--- src/rtl/approx_mul_err_sweep.sv ---
// Exhaustive error-statistics harness for a small approximate multiplier.
// Sweeps every operand pair and accumulates error statistics against the exact product.
module approx_mul_err_sweep #(
    parameter int W       = 4,
    parameter int MUL_LAT = 0,
    parameter int SUM_W   = 17
) (
    input  logic                clk,
    input  logic                rst,
    input  logic                start,
    output logic [W-1:0]        op_a,
    output logic [W-1:0]        op_b,
    input  logic [2*W-1:0]      approx_r,
    output logic                busy,
    output logic                done,
    output logic [2*W:0]        err_count,
    output logic [SUM_W-1:0]    err_sum,
    output logic signed [SUM_W:0] bias_sum,
    output logic [2*W-1:0]      max_err,
    output logic [W-1:0]        worst_a,
    output logic [W-1:0]        worst_b
);

    localparam int PW = 2 * W;
    localparam int DW = PW + 1;

    typedef enum logic [1:0] {IDLE, SWEEP, DRAIN, DONE} state_t;

    state_t        state, state_nx;
    logic [PW-1:0] idx, idx_nx;
    logic          op_valid, op_valid_nx;
    logic [2:0]    drain_cnt, drain_cnt_nx;
    logic          accept;

    // NOTE: sequential state uses non-blocking assignments so every register samples pre-edge values.
    always_ff @(posedge clk or posedge rst) begin
        if (rst) begin
            state     <= IDLE;
            idx       <= '0;
            op_valid  <= 1'b0;
            drain_cnt <= '0;
        end else begin
            state     <= state_nx;
            idx       <= idx_nx;
            op_valid  <= op_valid_nx;
            drain_cnt <= drain_cnt_nx;
        end
    end

    // NOTE: every combinational output gets a default first, so no path can infer a latch.
    always_comb begin
        state_nx     = state;
        idx_nx       = idx;
        op_valid_nx  = op_valid;
        drain_cnt_nx = drain_cnt;
        accept       = 1'b0;
        case (state)
            IDLE: begin
                if (start) begin
                    accept      = 1'b1;
                    state_nx    = SWEEP;
                    idx_nx      = '0;
                    op_valid_nx = 1'b1;
                end
            end
            SWEEP: begin
                if (idx == '1) begin
                    state_nx     = DRAIN;
                    op_valid_nx  = 1'b0;
                    drain_cnt_nx = '0;
                end else begin
                    idx_nx = idx + 1'b1;
                end
            end
            DRAIN: begin
                // Wait out the multiplier latency plus both internal stages.
                if (drain_cnt == 3'(MUL_LAT + 1)) state_nx = DONE;
                else                              drain_cnt_nx = drain_cnt + 1'b1;
            end
            DONE:    state_nx = IDLE;
            default: state_nx = IDLE;
        endcase
    end

    assign op_a = idx[W-1:0];
    assign op_b = idx[PW-1:W];
    assign busy = (state == SWEEP) || (state == DRAIN);
    assign done = (state == DONE);

    // Operand alignment: carries {valid, op_b, op_a} alongside the multiplier latency.
    logic [DW-1:0] d_vec;

    if (MUL_LAT == 0) begin : g_no_delay
        assign d_vec = {op_valid, idx};
    end else begin : g_delay
        logic [DW-1:0] line [MUL_LAT];

        // NOTE: the delay line is small and carries the valid bit, so it is reset like any other register.
        always_ff @(posedge clk or posedge rst) begin
            if (rst) begin
                for (int i = 0; i < MUL_LAT; i++) line[i] <= '0;
            end else begin
                line[0] <= {op_valid, idx};
                for (int i = 1; i < MUL_LAT; i++) line[i] <= line[i-1];
            end
        end

        assign d_vec = line[MUL_LAT-1];
    end

    logic [W-1:0]         d_a, d_b;
    logic                 d_valid;
    logic [PW-1:0]        exact_c;
    logic signed [DW-1:0] diff_c;
    logic [PW-1:0]        abs_c;

    assign d_a     = d_vec[W-1:0];
    assign d_b     = d_vec[PW-1:W];
    assign d_valid = d_vec[PW];
    assign exact_c = PW'(d_a) * PW'(d_b);
    assign diff_c  = $signed({1'b0, approx_r}) - $signed({1'b0, exact_c});
    assign abs_c   = diff_c[PW] ? PW'(-diff_c) : PW'(diff_c);

    logic                 s1_valid;
    logic [W-1:0]         s1_a, s1_b;
    logic signed [DW-1:0] s1_diff;
    logic [PW-1:0]        s1_abs;

    always_ff @(posedge clk or posedge rst) begin
        if (rst) begin
            s1_valid <= 1'b0;
            s1_a     <= '0;
            s1_b     <= '0;
            s1_diff  <= '0;
            s1_abs   <= '0;
        end else begin
            s1_valid <= d_valid;
            s1_a     <= d_a;
            s1_b     <= d_b;
            s1_diff  <= diff_c;
            s1_abs   <= abs_c;
        end
    end

    // Accumulators; strict '>' keeps the earliest pair on ties.
    always_ff @(posedge clk or posedge rst) begin
        if (rst) begin
            err_count <= '0;
            err_sum   <= '0;
            bias_sum  <= '0;
            max_err   <= '0;
            worst_a   <= '0;
            worst_b   <= '0;
        end else if (accept) begin
            err_count <= '0;
            err_sum   <= '0;
            bias_sum  <= '0;
            max_err   <= '0;
            worst_a   <= '0;
            worst_b   <= '0;
        end else if (s1_valid) begin
            err_count <= err_count + DW'(s1_diff != '0);
            err_sum   <= err_sum + SUM_W'(s1_abs);
            bias_sum  <= bias_sum + (SUM_W + 1)'(s1_diff);
            if (s1_abs > max_err) begin
                max_err <= s1_abs;
                worst_a <= s1_a;
                worst_b <= s1_b;
            end
        end
    end

endmodule
--- config.mk ---
export PLATFORM = sky130hd
export DESIGN_NAME = approx_mul_err_sweep
export DESIGN_NICKNAME = d
export VERILOG_FILES = /design/src/rtl/approx_mul_err_sweep.sv
export SDC_FILE = /design/constraint.sdc
export NUM_CORES = 1
export LEC_CHECK = 0
export CELL_PAD_IN_SITES_DETAIL_PLACEMENT = 1
export CELL_PAD_IN_SITES_GLOBAL_PLACEMENT = 2
export CORE_AREA = 4 4 148 150
export CTS_CLUSTER_DIAMETER = 120
export DETAILED_ROUTE_END_ITERATION = 8
export DIE_AREA = 0 0 152 154
export GPL_ROUTABILITY_DRIVEN = 0
export GPL_TIMING_DRIVEN = 0
export PLACE_DENSITY_LB_ADDON = 0.1
export SLEW_MARGIN = 40
export SYNTH_ARGS = -nofsm -noshare
export SYNTH_HDL_FRONTEND = slang
export SYNTH_SLANG_ARGS = --single-unit
--- constraint.sdc ---
create_clock -name clk -period 3.6 [get_ports clk]
set_input_delay 0.72 -clock clk [delete_from_list [all_inputs] [get_ports clk]]
set_output_delay 0.72 -clock clk [all_outputs]
set_load 0.01 [all_outputs]
# After elaboration in Yosys (flattened, before gate mapping)
# Index checks and enable logic that the tools add are counted.
[totals]
regBits = 100
inputBits = 11
output_inout_bits = 70
word_cells = 77
[classes]
addsub = 7
n_mul = 1
order_cmp = 1
eq_ne = 10
n_mux = 31
reduce_logical = 12
[ops]
columns = ["op", "n"]
rows = [
  ["two-way mux 8 bit", 6],
  ["two-way mux 18 bit", 2],
  ["two-way mux 17 bit", 2],
  ["two-way mux 4 bit", 6],
  ["adder 18 x 9 -> 18 bit", 1],
  ["two-way mux 9 bit", 2],
  ["adder 17 x 8 -> 17 bit", 1],
  ["case mux 8 bit (2 select lines)", 1],
  ["AND reduction 3 bit", 4],
  ["!= test 2 bit, second input constant", 5],
  ["adder 9 x 1 -> 9 bit", 1],
  ["nonzero test 9 bit", 1],
  ["subtractor 8 x 8 -> 9 bit", 1],
  ["adder 8 x 1 -> 8 bit, second input constant", 1],
  ["== test 8 bit, second input constant", 1],
  ["greater-than comparator 8 bit", 1],
  ["multiplier 4 x 4 -> 8 bit", 1],
  ["negator 8 bit", 1],
  ["case mux 2 bit (4 select lines)", 1],
  ["nonzero test 2 bit", 4],
  ["two-way mux 2 bit", 3],
  ["two-way mux 3 bit", 2],
  ["case mux 3 bit (2 select lines)", 1],
  ["== test 2 bit, second input constant", 2],
  ["8 further kinds", 11],
]

# Logic depth before layout (Yosys ltp)
[logic_depth]
depth_word = 4
mapped_depth = 14
mapped_depth_nobuf = 14

# Worst setup path before layout
# Ideal clock, no wire load.
[synth_path]
path_type = "register to register"
startpoint = "reg idx[1]"
endpoint = "reg s1_abs[7]"
setup_ns = 0.129
arrival_time_ns = 3.425
required_ns = 3.471
slack_ns = 0.046
path_stages_with_launch = 13
n_path_buf = 0
period_less_slack_ns = 3.554
path_cell_list = "dfrtp_1 and2_1 fa_1 ha_1 fa_1 inv_1 ha_1 and3b_1 a2111oi_1 o311ai_1 nor3_2 a31oi_1 xor2_1"
[synth_via]
elab_chain_cells = 4
[synth_rtl]
columns = ["item", "line", "rtl"]
rows = [
  ["from (decl)", "30", "logic [PW-1:0] idx, idx_nx;"],
  ["from (signal assigned)", "44", "idx <= idx_nx;"],
  ["multiplier 4 x 4 -> 8 bit", "120", "assign exact_c = PW'(d_a) * PW'(d_b);"],
  ["subtractor 8 x 8 -> 9 bit", "121", "assign diff_c = $signed({1'b0, approx_r}) - $signed({1'b0, exact_c});"],
  ["named net diff_c[5]", "114", "logic signed [DW-1:0] diff_c;"],
  ["negator 8 bit", "122", "assign abs_c = diff_c[PW] ? PW'(-diff_c) : PW'(diff_c);"],
  ["two-way mux 8 bit", "122", ""],
  ["named net abs_c[7]", "115", "logic [PW-1:0] abs_c;"],
  ["to (signal assigned)", "141", "s1_abs <= abs_c;"],
  ["to (decl)", "127", "logic [PW-1:0] s1_abs;"],
]
# The timed path passes the listed nets, and every way through them passes these cells.
# A chain may end at the register's enable or synchronous reset.

# Worst setup path in the final report
[layout_path]
startpoint = "reg idx[2]"
endpoint = "reg s1_abs[6]"
[layout_via]
elab_chain_cells = 4
[layout_rtl]
columns = ["item", "line"]
rows = [
  ["multiplier 4 x 4 -> 8 bit (*)", "120"],
  ["subtractor 8 x 8 -> 9 bit (*)", "121"],
  ["negator 8 bit", "122"],
  ["two-way mux 8 bit (*)", "122"],
  ["named net abs_c[6]", "115"],
]
# Mark *: on every way through the listed nets, which the timed path passes. The rest lies on a longest branch.

==> reports/results.ini <==
[logic_synthesis]
synth_top_cells_by_count = dfrtp_1 (99), nand2_1 (72), ha_1 (62)
synth.most_common_cell = dfrtp_1
synth-simple-area-share_pct = 17.7
yosysTopAreaCellShare_pct = 38.2
synth.avg_cell_area_um2 = 9.50
yosys-mux-area-fraction_pct = 5.47
post_synth_num_cell_types = 62
synth_area_leader_cell = dfrtp_1
ys_seq_area_share_pct = 38.2
synth_compound_area_share_pct = 13.4
syn-cell-area_um2 = 6480
synthFlopType = dfrtp_1
synth_fa_ha_area_share_pct = 15.4
yosys-top-cells-area = dfrtp_1 (38%), ha_1 (12%), mux2i_1 (4.9%), nand2_1 (4.2%), fa_1 (3.4%)
ys_ff_latch = 99
netlist_instances = 682
syn_nets = 766
synth_top_family_by_area = simple AND/OR/NAND/NOR gates
synth-xor-area-share_pct = 5.54
async_flop_share_pct = 100
synth_edf_count = 0
ys_warn_count = 0

[cts]
htree_levels = 3
cts_num_sinks = 99
cts_tree = built
cts_buffers = 9
worstSkewPairLatency_ns = 0.36
ctsHoldBuffers = 0
cts_buffer_depth = 2
cts.clk_slew.worst_paths_ns = 0.09
root_buffer = clkbuf_16

[timing]
hold_violations = 0
relSlewSlack_pct = 49.1
tightest_slew_ns = 0.763
post-route-period-util_pct = 97.9
setup_viol = 0
layout_min_cycle_time_ns = 3.52
max_freq_mhz = 284
finClkSkew_ns = 0.0163
rsz0062_at_grt = yes
finalMaxSlewViolations = 0

[placed_design]
portBuffers = 80
dp_hpwl_um = 14000

[routing]
drc = 0
vias_per_cell = 4.94
drtPass1Iterations = 4
drt-initial-drc-count = 157
wirelength_um = 18900
via_count = 5332
wl_per_cell_um = 17.5
drt.antenna.violating_nets = 0

[power]
peakVddDrop_mv = 0.204
p_leak_nw = 3.52
p_per_area_nw_per_um2 = 333
power_mw = 2.81

[finish]
drive_gt1_share_pct = 13.1
post-route-util_pct = 40.8
finalNetCount = 883
n_antenna_cell = 0
nFillCells = 2352
multi_input_area_um2 = 3970
register_area_um2 = 2490
area_growth_pct = 30.3

[global_routing]
grt_use_total_pct = 16.3
grt_first_pass_wirelength_um = 31200
grt_pass1_vias = 5851
gr-total-overflow = 0
grt_max_degree = 54
grt_antenna_before_repair = 0

[setup_path]
end_kind = register
worst-setup-path-type = reg2reg
path_max_fanout = 7
crit_required_ns = 3.84
critPathLaunchType = register
cp.arrival_ns = 3.77

[floorplanning]
ios = 81
die_h_um = 154
num_rows = 53
coreArea_um2 = 20700
die_x_um = 152
start_util_pct = 31.3
dieArea_um2 = 23400

[outcome]
status = finished, final reports clean

[flow_run]
cap_violations = 0

[worst_hold_path]
hp-class = reg2reg

[where the power goes]
part	switching [mW]	internal, mW
clock	0.509	0.567
sequential	0.0436	1.14
combinational	0.305	0.247
total	0.858	1.96
[per-stage QoR]
stage                     TNS (ns)  instance area, um^2  hold slack [ns]  setup WS, ns  cells
after global routing        -0.118                 8440            0.459       -0.0569   1079
after floorplan                  0                 6480            0.375        0.0457    682
after global placement     -158.79                 7620            0.394         -1.59   1037
after CTS                        0                 8220            0.426       0.00470   1069
after detailed placement     -3.10                 7660            0.406        -0.510   1038
final                            0                 8440            0.428        0.0762   1079
[flip-flops by register name, indices dropped and copies added (netlist names)]
register   cells
max_err        8
s1_a           4
worst_a        4
s1_abs         8
d_valid        1
err_count      9
idx            8
bias_sum      18
drain_cnt      3
s1_b           4
worst_b        4
err_sum       17
state          2
s1_valid       1
s1_diff        8
[cell type report]
type | instances | area share, %
clock inverter | 7 | 1.22
inverter | 58 | 2.67
buffer | 16 | 0.756
multi-input combinational | 509 | 47.0
timing repair buffer | 106 | 12.1
sequential | 99 | 29.5
tap | 275 | 4.08
clock buffer | 9 | 2.67
[cell usage in the layout (no fill, tap or decap), types with 10 or more instances in the layout]
| cell | synthesis | routed |
|---|---|---|
| dfrtp_1 | 99 | 92 |
| clkdlybuf4s50_1 | 0 | 79 |
| nand2_1 | 72 | 71 |
| ha_1 | 62 | 54 |
| inv_1 | 58 | 53 |
| nor2_1 | 52 | 52 |
| mux2i_1 | 32 | 32 |
| o21ai_0 | 31 | 31 |
| a21oi_1 | 30 | 26 |
| buf_4 | 0 | 24 |
| xor2_1 | 25 | 23 |
| and2_1 | 22 | 16 |
| xnor2_1 | 16 | 15 |
| clkbuf_1 | 13 | 13 |
| nand3_1 | 13 | 13 |
| nor3_1 | 11 | 10 |
| o21a_1 | 10 | 10 |
[cells by family (layout without fill, tap and decap cells)]
logic type	Yosys count	count (layout)
fa+ha+maj	73	73
xor+xnor	41	41
buf+inv	74	196
mux	35	35
flops	99	99
simple gates	231	231
compound gates	129	129
[routing by layer]
layer | global-route usage (%) | up-vias | part of all wire, %
li1 | - | 2602 | -
met1 | 20.5 | 2656 | 46
met2 | 29.6 | 58 | 51
met3 | 2.53 | 16 | 2.0
met4 | 3.85 | 0 | 1.2
met5 | 0 | - | 0
[what timing repair did]
action	4_1_cts	5_1_grt
endpoints found under the setup margin	9	8
gates cloned	0	0
buffers inserted	15	10
hold endpoints to repair	0	0
pin swaps	9	26
resized for setup	23	34
[worst max-delay path, stage by stage (launching register included)]
cell,delay [ns]
dfrtp_2,0.44
and2_4,0.17
fa_2,0.46
ha_4,0.17
fa_1,0.51
inv_2,0.05
ha_4,0.23
buf_6,0.13
a21oi_4,0.11
nand2_2,0.10
o21a_1,0.23
o311ai_4,0.43
a31oi_1,0.10
xnor2_1,0.26
[worst paths after layout]
| check | startpoint | endpoint | slack (ns) | cells past startpoint |
|---|---|---|---|---|
| min in group asynchronous | rst | bias_sum[2] | 0.76 | 2 |
| worst max-delay path | idx[2] | s1_abs[6] | 0.08 | 13 |
| worst min-delay path | d_valid | s1_valid | 0.43 | 0 |
| max in group asynchronous | rst | idx[1] | 2.23 | 3 |
| worst min register to register | d_valid | s1_valid | 0.43 | 0 |
| worst max register to register | idx[2] | s1_abs[6] | 0.08 | 13 |
No activity file was read; power rests on OpenSTA's default activity.
